### src/rtl/spi_reg_responder_if.sv
`default_nettype none
// ============================================================================
// Module      : spi_reg_responder_if
// Description : SPI pins, mode selects and register-file status of the SPI
//               register responder, grouped for port connection.
// Revision    : 1.0 - initial release
// ============================================================================
interface spi_reg_responder_if #(
    parameter int ADDR_W = 3
);
    logic                         SPI_SCLK;
    logic                         CS;
    logic                         MOSI;
    logic                         MISO;
    logic                         CPOL;
    logic                         CPHA;
    logic [8*(2**ADDR_W)-1:0]     reg_out;
    logic                         wr_strobe;
    logic [ADDR_W-1:0]            wr_addr;
    logic                         busy;

    // Initiator / observer side
    modport master (
        output SPI_SCLK, CS, MOSI, CPOL, CPHA,
        input  MISO, reg_out, wr_strobe, wr_addr, busy
    );

    // Responder side
    modport slave (
        input  SPI_SCLK, CS, MOSI, CPOL, CPHA,
        output MISO, reg_out, wr_strobe, wr_addr, busy
    );
endinterface
`default_nettype wire

### src/rtl/spi_reg_responder.sv
`default_nettype none
// ============================================================================
// Module      : spi_reg_responder
// Description : SPI target exposing 2^ADDR_W 8-bit registers. A command byte
//               (bit7 = write, low bits = start address) is followed by an
//               unbounded stream of data bytes with auto-incrementing address.
//               All four SPI modes; SPI pins are oversampled by clk.
// Revision    : 1.0 - initial release
// ============================================================================
module spi_reg_responder #(
    parameter int ADDR_W = 3
) (
    input  logic                 clk,
    input  logic                 rst,
    spi_reg_responder_if.slave   bus
);

    localparam int         c_num_regs = 2 ** ADDR_W;
    localparam logic [7:0] c_cmd_fill = 8'hA5;
    localparam logic [7:0] c_wr_fill  = 8'h00;

    typedef enum logic [2:0] {
        ST_IDLE    = 3'd0,
        ST_CMD     = 3'd1,
        ST_WDATA   = 3'd2,
        ST_RDATA   = 3'd3,
        ST_WAIT_CS = 3'd4
    } state_t;

    state_t r_state;
    state_t w_state_next;

    logic r_sclk_meta, r_sclk_sync, r_sclk_prev;
    logic r_cs_meta,   r_cs_sync,   r_cs_prev;
    logic r_mosi_meta, r_mosi_sync;

    logic [2:0]        r_bit_cnt;
    logic [6:0]        r_shift_in;
    logic [7:0]        r_tx_shift;
    logic              r_miso;
    logic [ADDR_W-1:0] r_addr;
    logic              r_wr_strobe;
    logic [ADDR_W-1:0] r_wr_addr;
    logic [7:0]        r_regs [c_num_regs];

    logic       w_sclk_rise, w_sclk_fall;
    logic       w_lead, w_trail, w_sample, w_shift;
    logic       w_cs_fall, w_cs_rise;
    logic       w_active, w_byte_done;
    logic [7:0] w_rx_byte;

    // Synchronizers run through reset so the CS level is valid when rst drops
    always_ff @(posedge clk) begin
        r_sclk_meta <= bus.SPI_SCLK;
        r_sclk_sync <= r_sclk_meta;
        r_sclk_prev <= r_sclk_sync;
        r_cs_meta   <= bus.CS;
        r_cs_sync   <= r_cs_meta;
        r_cs_prev   <= r_cs_sync;
        r_mosi_meta <= bus.MOSI;
        r_mosi_sync <= r_mosi_meta;
    end

    // MOSI shares the SCLK synchronizer depth, so r_mosi_sync lines up with the edge
    assign w_sclk_rise = r_sclk_sync & ~r_sclk_prev;
    assign w_sclk_fall = ~r_sclk_sync & r_sclk_prev;
    assign w_lead      = bus.CPOL ? w_sclk_fall : w_sclk_rise;
    assign w_trail     = bus.CPOL ? w_sclk_rise : w_sclk_fall;
    assign w_sample    = bus.CPHA ? w_trail : w_lead;
    assign w_shift     = bus.CPHA ? w_lead  : w_trail;
    assign w_cs_fall   = r_cs_prev & ~r_cs_sync;
    assign w_cs_rise   = ~r_cs_prev & r_cs_sync;
    assign w_active    = (r_state == ST_CMD) || (r_state == ST_WDATA) || (r_state == ST_RDATA);
    assign w_byte_done = w_active && w_sample && (r_bit_cnt == 3'd7);
    assign w_rx_byte   = {r_shift_in, r_mosi_sync};

    // State register; reset parks in WAIT_CS so a CS already low is ignored
    always_ff @(posedge clk) begin
        if (rst) begin
            r_state <= ST_WAIT_CS;
        end else begin
            r_state <= w_state_next;
        end
    end

    // Next-state decode; CS rising aborts any active state
    always_comb begin
        w_state_next = r_state;
        case (r_state)
            ST_WAIT_CS: begin
                if (r_cs_sync) begin
                    w_state_next = ST_IDLE;
                end
            end
            ST_IDLE: begin
                if (w_cs_fall) begin
                    w_state_next = ST_CMD;
                end
            end
            ST_CMD: begin
                if (w_cs_rise) begin
                    w_state_next = ST_IDLE;
                end else if (w_byte_done) begin
                    w_state_next = w_rx_byte[7] ? ST_WDATA : ST_RDATA;
                end
            end
            ST_WDATA, ST_RDATA: begin
                if (w_cs_rise) begin
                    w_state_next = ST_IDLE;
                end
            end
            default: begin
                w_state_next = ST_IDLE;
            end
        endcase
    end

    // Shift datapath, register file and write strobe
    always_ff @(posedge clk) begin
        if (rst) begin
            r_bit_cnt   <= 3'd0;
            r_shift_in  <= 7'd0;
            r_tx_shift  <= 8'h00;
            r_miso      <= 1'b0;
            r_addr      <= '0;
            r_wr_strobe <= 1'b0;
            r_wr_addr   <= '0;
            for (int k = 0; k < c_num_regs; k++) begin
                r_regs[k] <= 8'h00;
            end
        end else begin
            r_wr_strobe <= 1'b0;
            if (r_state == ST_IDLE) begin
                r_miso    <= 1'b0;
                r_bit_cnt <= 3'd0;
                if (w_cs_fall) begin
                    // CPHA=0 has no shift edge ahead of the first sample: present the MSB now
                    if (bus.CPHA) begin
                        r_tx_shift <= c_cmd_fill;
                    end else begin
                        r_miso     <= c_cmd_fill[7];
                        r_tx_shift <= {c_cmd_fill[6:0], 1'b0};
                    end
                end
            end else if (w_active) begin
                if (w_cs_rise) begin
                    r_miso <= 1'b0;
                end else if (w_shift) begin
                    r_miso     <= r_tx_shift[7];
                    r_tx_shift <= {r_tx_shift[6:0], 1'b0};
                end
                if (w_sample) begin
                    r_shift_in <= w_rx_byte[6:0];
                    r_bit_cnt  <= r_bit_cnt + 3'd1;
                end
                // Byte completion: the next shift edge emits the MSB of the byte loaded here
                if (w_byte_done) begin
                    case (r_state)
                        ST_CMD: begin
                            if (w_rx_byte[7]) begin
                                r_addr     <= w_rx_byte[ADDR_W-1:0];
                                r_tx_shift <= c_wr_fill;
                            end else begin
                                r_addr     <= w_rx_byte[ADDR_W-1:0] + ADDR_W'(1);
                                r_tx_shift <= r_regs[w_rx_byte[ADDR_W-1:0]];
                            end
                        end
                        ST_WDATA: begin
                            r_regs[r_addr] <= w_rx_byte;
                            r_wr_strobe    <= 1'b1;
                            r_wr_addr      <= r_addr;
                            r_addr         <= r_addr + ADDR_W'(1);
                            r_tx_shift     <= c_wr_fill;
                        end
                        default: begin
                            r_tx_shift <= r_regs[r_addr];
                            r_addr     <= r_addr + ADDR_W'(1);
                        end
                    endcase
                end
            end else begin
                r_miso <= 1'b0;
            end
        end
    end

    for (genvar k = 0; k < c_num_regs; k++) begin : g_flat
        assign bus.reg_out[8*k +: 8] = r_regs[k];
    end

    // Raw CS gates MISO so the line is quiet as soon as the initiator deselects
    assign bus.MISO      = r_miso & ~bus.CS;
    assign bus.wr_strobe = r_wr_strobe;
    assign bus.wr_addr   = r_wr_addr;
    assign bus.busy      = w_active;

endmodule
`default_nettype wire
### src/flat_wrapper.sv
// flat-port wrapper written by rule: the top's interface ports become plain ports
module spi_reg_responder_flat 
#(
    parameter int ADDR_W = 3
)
  (clk, rst, bus_SPI_SCLK, bus_CS, bus_MOSI, bus_CPOL, bus_CPHA, bus_MISO, bus_reg_out, bus_wr_strobe, bus_wr_addr, bus_busy);
  spi_reg_responder_if #(.ADDR_W(ADDR_W)) bus_i ();
  input  logic clk;
  input  logic rst;
  input wire logic [$bits(bus_i.SPI_SCLK)-1:0] bus_SPI_SCLK;
  input wire logic [$bits(bus_i.CS)-1:0] bus_CS;
  input wire logic [$bits(bus_i.MOSI)-1:0] bus_MOSI;
  input wire logic [$bits(bus_i.CPOL)-1:0] bus_CPOL;
  input wire logic [$bits(bus_i.CPHA)-1:0] bus_CPHA;
  output wire logic [$bits(bus_i.MISO)-1:0] bus_MISO;
  output wire logic [$bits(bus_i.reg_out)-1:0] bus_reg_out;
  output wire logic [$bits(bus_i.wr_strobe)-1:0] bus_wr_strobe;
  output wire logic [$bits(bus_i.wr_addr)-1:0] bus_wr_addr;
  output wire logic [$bits(bus_i.busy)-1:0] bus_busy;
  assign bus_i.SPI_SCLK = bus_SPI_SCLK;
  assign bus_i.CS = bus_CS;
  assign bus_i.MOSI = bus_MOSI;
  assign bus_i.CPOL = bus_CPOL;
  assign bus_i.CPHA = bus_CPHA;
  assign bus_MISO = bus_i.MISO;
  assign bus_reg_out = bus_i.reg_out;
  assign bus_wr_strobe = bus_i.wr_strobe;
  assign bus_wr_addr = bus_i.wr_addr;
  assign bus_busy = bus_i.busy;
  spi_reg_responder #(.ADDR_W(ADDR_W)) u_core (.clk(clk), .rst(rst), .bus(bus_i));
endmodule
### config.mk
export PLATFORM = sky130hd
export DESIGN_NAME = spi_reg_responder_flat
export DESIGN_NICKNAME = d
export VERILOG_FILES = /design/src/rtl/spi_reg_responder_if.sv /design/src/rtl/spi_reg_responder.sv /design/src/flat_wrapper.sv
export SDC_FILE = /design/constraint.sdc
export NUM_CORES = 1
export LEC_CHECK = 0
export ABC_AREA = 0
export CAP_MARGIN = 0
export CORE_MARGIN = 5
export CORE_UTILIZATION = 50
export DETAILED_ROUTE_END_ITERATION = 7
export HOLD_SLACK_MARGIN = 0.12
export PLACE_DENSITY = 0.75
export RECOVER_POWER = 100
export SLEW_MARGIN = 0
export SYNTH_ARGS = -nofsm -noshare
export SYNTH_HDL_FRONTEND = slang
export SYNTH_SLANG_ARGS = --single-unit
### constraint.sdc
create_clock -name clk -period 5.2 [get_ports clk]
set_input_delay 0.78 -clock clk [delete_from_list [all_inputs] [get_ports clk]]
set_output_delay 0.78 -clock clk [all_outputs]
set_load 0.005 [all_outputs]
==> results by group <==
STA
  • Slew margin rel.: -30.5%
  • Final min period: 4.12 ns
  • Hold_ws: 0.333 ns
  • Max Slew Vio Count: 11
  • Layout Skew: 0.0130 ns
  • RSZ-0062 raised after global routing: false
  • Fmax: 243 MHz
  • Final setup fails: 0
  • Total negative slack: 0 ns
  • Worst slew pin tran: 1.94 ns
  • Final period util: 79.2%
  • Fin. Hold Viols: 0
  • Final worst slack: 1.08 ns

Drt
  • Initial DRC count: 367
  • Pre-Repair DR Iteration Count: 5
  • Via count: 3825
  • Routed wire length: 14400 microns
  • Vias per cell: 6.18
  • Routed length per instance: 23.3 microns
  • Antenna-violating nets left: 0
  • DRC: 0

Power and ir drop
  • PnR Total Power: 1.62 mW
  • NetSw: 0.408 mW
  • Int Power: 1.21 mW
  • Switch share: 25.2%
  • Peak VDD IR: 0.128 mV
  • Power Density: 257 nW/um^2
  • Clock share of power: 32.2%
  • Sequential share of power: 58.4%
  • Leakage dissipation: 2.03 nW
  • Share of total power in combinational logic: 9.5%

Final layout
  • Area Overhead vs Synth: 19.9%
  • Layout Cells excl Fill: 619
  • Final core occ: 61.3%
  • NumNets Final: 489
  • Area of the multi-input gates: 2390 sq um
  • # fillers: 824
  • Sequential Area: 2720 sq um
  • N_diodes: 0
  • Final instance area: 6300 sq um
  • Layout cells sized above 1: 13.9%

Clock network
  • CTS sink count: 104
  • CTS H-tree lvls: 3
  • Number of gates resized after cts: 0
  • CTS tree: yes
  • Root buffer cell: clkbuf_8
  • Clock transition at the registers of the reported paths: 0.10 ns
  • Buffers inserted by post-CTS timing repair: 0
  • Hold_buf cts: 0
  • Worst skew pair latency: 0.38 ns
  • CTS Buf Count: 9
  • Clock buffer depth: 2

Setup path
  • R2R cell count: 7
  • CP max FO: 9
  • Critical Path AT: 4.13 ns
  • CP peak stage delay: 0.80 ns
  • Setup crit start kind: input pin
  • Reg-to-Reg End: u_core.r_regs[1][2]$_SDFFCE_PN0P_
  • Worst-path cell chain: clkdlybuf4s50_1, xnor2_1, mux2i_1, nand2_1, nor3_2, or2_0
  • CP Class: input pin to flip-flop
  • Slowest-stage cell, CP: mux2i_1
  • Critical path required time: 5.22 ns
  • R2R Setup Slk: 1.91 ns
  • Critical Path End Type: flip-flop
  • RR Startpoint: u_core.r_bit_cnt[0]$_SDFFE_PP0P_

GRT
  • GRT overflow: 0
  • First-pass GRT wire length: 22200 microns
  • Global Route Usage Sum: 23.2%
  • Pin count of the biggest net entering global routing: 29
  • Vias in the first global route: 3887
  • Initial antenna violation count: 0

Floorplanning
  • Die H: 112 microns
  • Core area: 10300 sq um
  • Num rows: 37
  • I/O pin count: 77
  • Overall die area: 12700 sq um
  • Starting Density: 51.1%
  • DIE WIDTH: 112 microns

Synth
  • Synth Warn #: 0
  • Async SR Flop Fraction: 0%
  • Mapped Area: 5250 sq um
  • Synth unique cells: 46
  • Mapped Cells: 409
  • Syn_area_per_cell: 12.8 sq um
  • Top cell type's share of synthesized area: 36.6%
  • Commonest register cell after synthesis: edfxtp_1
  • Ranking of synthesized cells by area: edfxtp_1 37%, dfxtp_1 15%, mux4_2 14%
  • Syn_nets: 420
  • Cell taking the most area after synthesis: edfxtp_1
  • Post-synthesis register bit count: 104
  • Post-synth EDFFs: 64
  • Post-synthesis sequential area ratio: 51.8%

Min path
  • Hold Crit Start: u_core.r_mosi_meta$_DFF_P_
  • WHS Endpoint: u_core.r_mosi_sync$_DFF_P_
  • Hold Path Class: flip-flop to flip-flop
  • Worst Hold Depth: 0

Place
  • Area after DPL: 6140 sq um
  • Setup WS pre-CTS: 1.48 ns
  • GPL Wtd Cong: 0.849
  • Detail Placement HPWL: 10400 microns
  • Count of input and output buffers: 76
  • Dpl cells: 603

Status
  • Status: finished, violations left
  • Violated checks: capacitance limit, slew limit

Job
  • Total of max-cap violations: 1
[flip-flops by register name, indices dropped and copies added, names as in the netlist, named ones only]
| signal | count |
|---|---|
| u_core.r_sclk_prev | 1 |
| u_core.r_bit_cnt | 3 |
| u_core.r_miso | 1 |
| u_core.r_sclk_meta | 1 |
| u_core.r_shift_in | 7 |
| u_core.r_mosi_meta | 1 |
| u_core.r_sclk_sync | 1 |
| u_core.r_addr | 3 |
| u_core.r_cs_sync | 1 |
| u_core.r_cs_meta | 1 |
| u_core.bus.wr_strobe | 1 |
| u_core.r_state | 3 |
| u_core.r_regs | 64 |
| u_core.r_tx_shift | 8 |
| u_core.bus.wr_addr | 3 |
| u_core.r_cs_prev | 1 |
| u_core.r_mosi_sync | 1 |
[critical path, delay by kind of cell]
family	cells	cell delay, ns
buffers and inverters	1	0.52
and+or+nand+nor	3	1.43
muxes	1	0.80
xor gates and xnor gates	1	0.60
[cell usage after synthesis (3+ instances only)]
master,instances
nor2b_1,4
buf_2,5
o21ai_0,5
or3_1,5
dfxtp_1,40
ha_1,4
o221ai_1,3
nand2b_1,5
clkbuf_1,17
and2_1,64
edfxtp_1,64
xnor2_1,4
nand3_1,6
o21ai_1,4
nor3b_1,3
o22ai_1,6
nor3_1,6
a21oi_1,13
or2_1,4
mux4_2,32
a211oi_2,6
nand3b_1,4
o211ai_1,4
nor2_1,30
mux2i_1,30
nand2_1,13
nor3_2,5
[power by group through the flow]
stage	clock network [mW]	logic, mW	registers, mW
after floorplan	0	0.0904	0.945
after global placement	0	0.164	0.965
after detailed placement	0	0.166	0.964
after CTS	0.524	0.167	0.947
after global routing	0.553	0.166	0.952
final	0.521	0.154	0.946
[cell type report]
cell class	instances	area share, %
clock inverters	5	0.695
repair buffers	82	12.8
inverters	2	0.119
multi-input cells	279	37.9
well taps	136	2.70
flip-flops and latches	104	43.2
clock buffers	11	2.58
[cell usage in the layout (no fill, tap or decap), types with 2 or more instances in the layout]
| master | instances |
|---|---|
| a211oi_2 | 5 |
| a21oi_1 | 13 |
| a221oi_1 | 2 |
| and2_0 | 44 |
| and2_1 | 20 |
| buf_4 | 6 |
| clkbuf_8 | 10 |
| clkdlybuf4s50_1 | 2 |
| clkinv_4 | 2 |
| dfxtp_1 | 40 |
| dlygate4sd3_1 | 74 |
| edfxtp_1 | 64 |
| ha_1 | 4 |
| inv_1 | 2 |
| inv_6 | 3 |
| mux2i_1 | 31 |
| mux4_2 | 32 |
| nand2_1 | 15 |
| nand2b_1 | 5 |
| nand3_1 | 7 |
| nand3b_1 | 4 |
| nor2_1 | 30 |
| nor2b_1 | 4 |
| nor3_1 | 7 |
| nor3_2 | 4 |
| nor3b_1 | 3 |
| o211ai_1 | 4 |
| o21ai_0 | 6 |
| o21ai_1 | 3 |
| o221ai_1 | 3 |
| o22ai_1 | 6 |
| or2_0 | 2 |
| or2_1 | 2 |
| or3_1 | 5 |
| xnor2_1 | 5 |
[cell families (layout without fill, tap and decap cells)]
logic type	Yosys count	count (layout)	synth area share [%]
AO/OA/AOI/OAI	50	50	7.22
multiplexers	64	64	20.1
XOR/XNOR	5	5	0.977
flip-flops	104	104	51.8
AND/OR/NAND/NOR	156	156	17.0
buffers and inverters	26	100	1.98
adder cells (fa/ha/maj)	4	4	0.953
[worst max path at each step]
stage | from | to | slack, ns
2_1_floorplan | bus_CPHA | u_core.r_regs[0][0]$_SDFFCE_PN0P_ | 2.51
3_3_place_gp | bus_CPHA | u_core.r_regs[6][0]$_SDFFCE_PN0P_ | 1.63
3_5_place_dp | bus_CPHA | u_core.r_regs[6][5]$_SDFFCE_PN0P_ | 1.48
4_1_cts | bus_CPHA | u_core.r_regs[6][1]$_SDFFCE_PN0P_ | 1.86
5_1_grt | bus_CPHA | u_core.r_regs[1][2]$_SDFFCE_PN0P_ | 0.88
6_report | bus_CPHA | u_core.r_regs[1][2]$_SDFFCE_PN0P_ | 1.08
[routing by layer]
metal / routed length, microns / up-vias / part of all wire, % / track usage [%]
met4: 369 / 0 / 2.6 / 6.81
met5: 0 / - / 0 / 0
met1: 5720 / 1917 / 40 / 30.9
met2: 7110 / 205 / 49 / 38.2
met3: 1220 / 30 / 8.4 / 5.44
li1: - / 1673 / - / -
Power figures use the tool's default switching activity.
